`src/rtl/vga_pkg.sv`:
```
// Shared definitions for the VGA scanout path: counter limits, RGB332 field
// positions, the fetch FSM encoding and a byte-select helper.
package vga_pkg;

  localparam int H_COUNT_MAX = 1023;
  localparam int V_COUNT_MAX = 767;

  // RGB332 field positions inside one pixel byte
  localparam int RED_HI   = 7;
  localparam int RED_LO   = 5;
  localparam int GREEN_HI = 4;
  localparam int GREEN_LO = 2;
  localparam int BLUE_HI  = 1;
  localparam int BLUE_LO  = 0;

  typedef enum logic [1:0] {
    IDLE  = 2'd0,
    RUN   = 2'd1,
    DRAIN = 2'd2
  } state_t;

  // Pixel 0 sits in the least significant byte of a framebuffer word.
  function automatic logic [7:0] pick_byte(input logic [31:0] word,
                                           input logic [1:0]  sel);
    logic [7:0] b;
    case (sel)
      2'd0:    b = word[7:0];
      2'd1:    b = word[15:8];
      2'd2:    b = word[23:16];
      default: b = word[31:24];
    endcase
    return b;
  endfunction

endpackage

```
`src/rtl/scanout_fifo.sv`:
```
// Synchronous 32-bit prefetch FIFO; flush empties it and overrides push/pop.
// Head word is presented combinationally on data.
module scanout_fifo #(
  parameter int FIFO_DEPTH = 8
) (
  input  logic                        c,
  input  logic                        rst_n,
  input  logic                        flush,
  input  logic                        push,
  input  logic [31:0]                 push_data,
  input  logic                        pop,
  output logic [31:0]                 data,
  output logic [$clog2(FIFO_DEPTH):0] count,
  output logic                        empty
);

  localparam int AW = $clog2(FIFO_DEPTH);
  localparam logic [AW:0] FULL_COUNT = (AW+1)'(FIFO_DEPTH);

  logic [31:0]   mem [FIFO_DEPTH];
  logic [AW-1:0] wr_ptr;
  logic [AW-1:0] rd_ptr;
  logic          do_push;
  logic          do_pop;

  assign empty   = (count == '0);
  assign do_pop  = pop && !empty;
  // A full FIFO still accepts a push when the head leaves in the same cycle.
  assign do_push = push && ((count != FULL_COUNT) || do_pop);
  assign data    = mem[rd_ptr];

  always_ff @(posedge c) begin
    if (!rst_n || flush) begin
      wr_ptr <= '0;
      rd_ptr <= '0;
      count  <= '0;
    end else begin
      if (do_push) wr_ptr <= wr_ptr + 1'b1;
      if (do_pop)  rd_ptr <= rd_ptr + 1'b1;
      case ({do_push, do_pop})
        2'b10:   count <= count + 1'b1;
        2'b01:   count <= count - 1'b1;
        default: count <= count;
      endcase
    end
  end

  always_ff @(posedge c) begin
    if (do_push && !flush) mem[wr_ptr] <= push_data;
  end

endmodule

```
`src/rtl/vga_scanout.sv`:
```
// Framebuffer scanout: prefetches 32-bit words into a FIFO, unpacks four
// RGB332 pixels per word and emits colour/de/syncs two cycles after the counters.
module vga_scanout
  import vga_pkg::*;
#(
  parameter int         H_ACTIVE        = 800,
  parameter int         V_ACTIVE        = 600,
  parameter int         ADDR_W          = 20,
  parameter int         FIFO_DEPTH      = 8,
  parameter logic [7:0] UNDERFLOW_COLOR = 8'hE3
) (
  input  logic              c,
  input  logic              rst_n,
  input  logic [9:0]        counterX,
  input  logic [9:0]        counterY,
  input  logic              hSync_in,
  input  logic              vSync_in,
  input  logic [ADDR_W-1:0] fb_base,
  output logic              mem_req,
  output logic [ADDR_W-1:0] mem_addr,
  input  logic              mem_ready,
  input  logic              mem_rvalid,
  input  logic [31:0]       mem_rdata,
  output logic [2:0]        red,
  output logic [2:0]        green,
  output logic [1:0]        blue,
  output logic              de,
  output logic              hSync_out,
  output logic              vSync_out,
  output logic              underflow,
  output state_t            fsm_state
);

  // Memory port handshake: a request transfers on a cycle where mem_req and
  // mem_ready are both high; mem_addr holds while mem_req waits for mem_ready.
  // Responses arrive in order, one word per mem_rvalid cycle, no back-pressure.

  localparam int CW   = $clog2(FIFO_DEPTH) + 1;
  localparam int WL_W = 20;
  localparam logic [WL_W-1:0] FRAME_WORDS = WL_W'(H_ACTIVE * V_ACTIVE / 4);
  localparam logic [CW:0]     DEPTH_L     = (CW+1)'(FIFO_DEPTH);

  state_t            state;
  logic [CW-1:0]     outstanding;
  logic [CW-1:0]     drop_cnt;
  logic [CW-1:0]     out_next;
  logic [WL_W-1:0]   words_left;
  logic [ADDR_W-1:0] base_q;
  logic [CW-1:0]     fifo_count;
  logic [CW:0]       in_flight;
  logic [31:0]       fifo_head;
  logic              fifo_empty;
  logic              fifo_flush;
  logic              fifo_pop;
  logic              frame_end;
  logic              active;
  logic              accept;
  logic              rsp_run;
  logic              drain_hit;
  logic              drain_done;
  logic              run_load;
  logic              run_flush;

  logic              s1_active;
  logic              s1_hs;
  logic              s1_vs;
  logic [7:0]        s1_byte;

  assign frame_end = (counterX == 10'(H_COUNT_MAX)) && (counterY == 10'(V_COUNT_MAX));
  assign active    = ({1'b0, counterX} < 11'(H_ACTIVE)) && ({1'b0, counterY} < 11'(V_ACTIVE));

  // Requested words reserve FIFO space up front, so pushes can never overflow.
  assign in_flight = {1'b0, fifo_count} + {1'b0, outstanding};
  assign mem_req   = (state == RUN) && (words_left != '0) && (in_flight < DEPTH_L);
  assign accept    = mem_req && mem_ready;
  assign rsp_run   = (state == RUN) && mem_rvalid && (outstanding != '0);
  assign out_next  = outstanding + CW'(accept) - CW'(rsp_run);

  // Reads still owed at frame end include one accepted on that very edge.
  assign run_load   = frame_end && ((state == IDLE) || ((state == RUN) && (out_next == '0)));
  assign run_flush  = frame_end && (state == RUN) && (out_next != '0);
  assign drain_hit  = (state == DRAIN) && mem_rvalid && (drop_cnt != '0);
  assign drain_done = (state == DRAIN) && ((drop_cnt == '0) || (drain_hit && (drop_cnt == CW'(1))));

  assign fifo_flush = run_load || run_flush || drain_done;
  assign fifo_pop   = active && (counterX[1:0] == 2'd3) && !fifo_empty;
  assign fsm_state  = state;

  scanout_fifo #(
    .FIFO_DEPTH(FIFO_DEPTH)
  ) u_fifo (
    .c         (c),
    .rst_n     (rst_n),
    .flush     (fifo_flush),
    .push      (rsp_run),
    .push_data (mem_rdata),
    .pop       (fifo_pop),
    .data      (fifo_head),
    .count     (fifo_count),
    .empty     (fifo_empty)
  );

  always_ff @(posedge c) begin
    if (!rst_n) begin
      state       <= IDLE;
      outstanding <= '0;
      drop_cnt    <= '0;
      words_left  <= '0;
      mem_addr    <= '0;
      base_q      <= '0;
    end else begin
      case (state)
        IDLE: begin
          if (frame_end) begin
            state       <= RUN;
            mem_addr    <= fb_base;
            words_left  <= FRAME_WORDS;
            outstanding <= '0;
          end
        end
        RUN: begin
          if (run_load) begin
            mem_addr    <= fb_base;
            words_left  <= FRAME_WORDS;
            outstanding <= '0;
          end else if (run_flush) begin
            state       <= DRAIN;
            drop_cnt    <= out_next;
            outstanding <= '0;
            base_q      <= fb_base;
          end else begin
            outstanding <= out_next;
            if (accept) begin
              mem_addr   <= mem_addr + 1'b1;
              words_left <= words_left - 1'b1;
            end
          end
        end
        DRAIN: begin
          if (drain_done) begin
            state      <= RUN;
            mem_addr   <= base_q;
            words_left <= FRAME_WORDS;
            drop_cnt   <= '0;
          end else if (drain_hit) begin
            drop_cnt <= drop_cnt - 1'b1;
          end
        end
        default: state <= IDLE;
      endcase
    end
  end

  // Stage 1 samples the counters and FIFO head; stage 2 drives the pins.
  always_ff @(posedge c) begin
    if (!rst_n) begin
      s1_active <= 1'b0;
      s1_hs     <= 1'b1;
      s1_vs     <= 1'b1;
      s1_byte   <= '0;
      underflow <= 1'b0;
      red       <= '0;
      green     <= '0;
      blue      <= '0;
      de        <= 1'b0;
      hSync_out <= 1'b1;
      vSync_out <= 1'b1;
    end else begin
      s1_active <= active;
      s1_hs     <= hSync_in;
      s1_vs     <= vSync_in;
      if (active && !fifo_empty) begin
        s1_byte <= pick_byte(fifo_head, counterX[1:0]);
      end else if (active) begin
        s1_byte   <= UNDERFLOW_COLOR;
        underflow <= 1'b1;
      end else begin
        s1_byte <= '0;
      end
      red       <= s1_byte[RED_HI:RED_LO];
      green     <= s1_byte[GREEN_HI:GREEN_LO];
      blue      <= s1_byte[BLUE_HI:BLUE_LO];
      de        <= s1_active;
      hSync_out <= s1_hs;
      vSync_out <= s1_vs;
    end
  end

endmodule

```
`config.mk`:
```
export PLATFORM = sky130hd
export DESIGN_NAME = vga_scanout
export DESIGN_NICKNAME = d
export VERILOG_FILES = /design/src/rtl/vga_pkg.sv /design/src/rtl/scanout_fifo.sv /design/src/rtl/vga_scanout.sv
export SDC_FILE = /design/constraint.sdc
export NUM_CORES = 1
export LEC_CHECK = 0
export ABC_AREA = 1
export CAP_MARGIN = 20
export CORE_MARGIN = 3
export CORE_UTILIZATION = 59
export DETAILED_ROUTE_END_ITERATION = 10
export PLACE_DENSITY = 0.82
export SLEW_MARGIN = 20
export SYNTH_ARGS = -nofsm -noshare
export SYNTH_HDL_FRONTEND = slang
export SYNTH_SLANG_ARGS = --single-unit
```
`constraint.sdc`:
```
create_clock -name c -period 6.05 [get_ports c]
set_input_delay 0.9075 -clock c [delete_from_list [all_inputs] [get_ports c]]
set_output_delay 0.9075 -clock c [all_outputs]
set_load 0.005 [all_outputs]
```
==> flow_summary.toml <==
[clocking]
cts.sinks = 362
root_buffer = "clkbuf_16"
htree_levels = 2
cts_setup_buffers = 0
holdBufCountCts = 0
numCtsBuffers = 38
cts_tree = "built"
path_clk_slew_ns = 0.06
cts_max_path_buffers = 3
clkLatencyLatePin_ns = 0.54
cts.repair.resized = 0

[detailed_routing]
vias_per_cell = 5.90
dr.pass1.iters = 5
ant_nets = 0
routed_wl_um = 40100
route.detailed.drc = 0
wl_per_cell_um = 18.8
drt-initial-drc-count = 1484
via_count = 12586

[floorplan]
placementRows = 60
die_x_um = 172
die_y_um = 172
initial_core_util_pct = 60.1
fp.coreArea_mm2 = 0.0270
dieArea_mm2 = 0.0295
ioPinCount = 113

[placed_design]
hpwl_um = 24900
gp_congestion = 0.961
dpl-instance-area_mm2 = 0.0176
dp_slack_ns = 1.12
numPortBuffers = 112

[worst_hold_path]
hold_class = "register to register"
hold_start = "s1_byte[3]"

[grt]
grt_pass1_vias = 12323
grt_first_pass_wirelength_um = 63000
antenna_found_initial = 0
globalRouteOverflowTotal = 0
grt_max_degree = 99
grt_use_total_pct = 26.8

[power_and_ir_drop]
totalPowerFinal_uw = 6560
p_leak_uw = 0.00701
ir_worst_vdd_uv = 259
power_density_mw_per_mm2 = 347

[setup_path]
critical_path.endpoint = "words_left[9]"
cp_max_fo = 29
endpoint_kind = "register"
rr_endpoint = "words_left[9]"
required_ns = 6.52
r2r_cells = 21
startpoint = "words_left[0]"
worstSetupPathType = "register to register"
startpoint_type = "register"
rrSetupSlack_ns = 1.36
arrival_ns = 5.16
r2r-start = "words_left[0]"

[synth]
synth_cells = 1669
synth_edf_count = 256
yosysTopAreaCellShare_pct = 47.3
yosysMostFrequentCell = "nor2_1"
syn_nets = 1771
avgSynthCellArea_um2 = 9.73
synth_ff_type = "edfxtp_1"
yosysWarnings = 0
synth_common_cells = "nor2_1 (294), nand2_1 (288), edfxtp_1 (256)"
ys_seq_area_share_pct = 60.4
ys_ff_latch = 362
synth_area_mm2 = 0.0162
netlist_top_cells_area = "edfxtp_1 (47%), dfxtp_1 (13%), nor2_1 (6.8%)"
yosys.cell_types.count = 43
post-synth-top-area-cell = "edfxtp_1"
ys_async_sr_fraction_pct = 0

[timing]
post-route-period-util_pct = 77.5
fin_setup_tns_ns = 0
tightestPinTransition_ns = 1.18
drv_slew = 0
rsz0062_at_grt = "no"
fmaxAchievable_mhz = 213
final.min_clock_period_ns = 4.69
clock_skew_ns = 0.0174
setup_ws_ns = 1.36
relSlewSlack_pct = 21.1
setup_viol_count_final = 0
hold_violations = 0

[finish]
antenna_cells = 0
area_delta_synth_final_pct = 16.6
drive_gt1_share_pct = 7.54
fin_area_mm2 = 0.0189
nNetsFinal = 1863
fillerInstances = 1898
finalCoreUtilization_pct = 70.0

[status]
status = "finished, final reports clean"

[flow_run]
max_cap_violations = 0
## worst min path at each step
stage	endpoint	cells past startpoint
3_5_place_dp	vSync_out	1
6_report	green[1]	2
4_1_cts	green[1]	2
2_1_floorplan	blue[0]	2
5_1_grt	vSync_out	1
3_3_place_gp	vSync_out	1
## report_power, final
group | leakage (uW) | internal (uW) | total, uW | switching [uW]
Clock | 0.000623 | 1400 | 2380 | 981
Combinational | 0.00323 | 506 | 1310 | 804
Sequential | 0.00317 | 2750 | 2870 | 124
## cell families after synthesis
family          count (synthesis)  share of synthesized area (%)
buf+inv                       198                           4.90
simple gates                  709                           18.0
mux                            15                          0.925
xor+xnor                       28                           1.51
flops                         362                           60.4
compound gates                333                           12.3
fa+ha+maj                      24                           1.94
## per-stage QoR
stage          hold slack [ns]  std cells
2_1_floorplan            0.390       1669
3_3_place_gp             0.395       2061
3_5_place_dp             0.402       2061
4_1_cts                  0.418       2131
5_1_grt                  0.439       2132
6_report                 0.412       2132
## sequential cells by signal, indices dropped and copies added (netlist names), 2 cells and up, named ones only
signal	count
blue	2
s1_byte	8
u_fifo.mem	256
u_fifo.wr_ptr	3
u_fifo.count	4
drop_cnt	4
u_fifo.rd_ptr	3
fsm_state	2
outstanding	4
mem_addr	20
words_left	20
red	3
base_q	20
green	3
## final cells by class
class | instances | area [um^2] | share of cell area (%)
Clock buffer | 46 | 981 | 5.18
Inverter | 118 | 443 | 2.34
Clock inverter | 24 | 305 | 1.61
Timing Repair Buffer | 132 | 1270 | 6.72
Sequential cell | 362 | 9820 | 51.9
Multi-Input combinational cell | 1109 | 5680 | 30.0
Tap cell | 341 | 427 | 2.25
## placed cells by master (no fill, tap or decap), types with 23 or more instances in the layout
cell type	n
nand2_1	288
nor2_1	289
clkbuf_16	38
nand3_1	68
inv_1	117
o21ai_0	149
o32ai_1	23
dfxtp_1	103
a21oi_1	73
clkdlybuf4s50_1	112
edfxtp_1	256
o211ai_1	41
## routing by layer
layer  part of all wire [%]  up-vias  track usage (%)  wire length (um)
li1                       -     5917                -                 -
met4                    3.1        0             10.4              1260
met1                     40     5991             35.7             16000
met5                      0        -                0                 0
met3                    7.9      106             4.73              3160
met2                     49      572             44.4             19600
## critical path, cell delays in order (launching register included)
cell	delay, ns
dfxtp_1	0.32
inv_1	0.07
ha_1	0.24
nand2_1	0.12
nor2_1	0.26
nand3_1	0.21
nand4_1	0.17
ha_1	0.25
inv_1	0.06
ha_1	0.16
inv_1	0.06
fa_1	0.53
nand2_1	0.07
nor2_1	0.10
nand3_1	0.12
inv_1	0.22
nand2_2	0.19
nand3_1	0.41
nand2_2	0.13
nand2_2	0.56
nand3_1	0.22
a21oi_2	0.16
No activity file was read; power rests on OpenSTA's default activity.
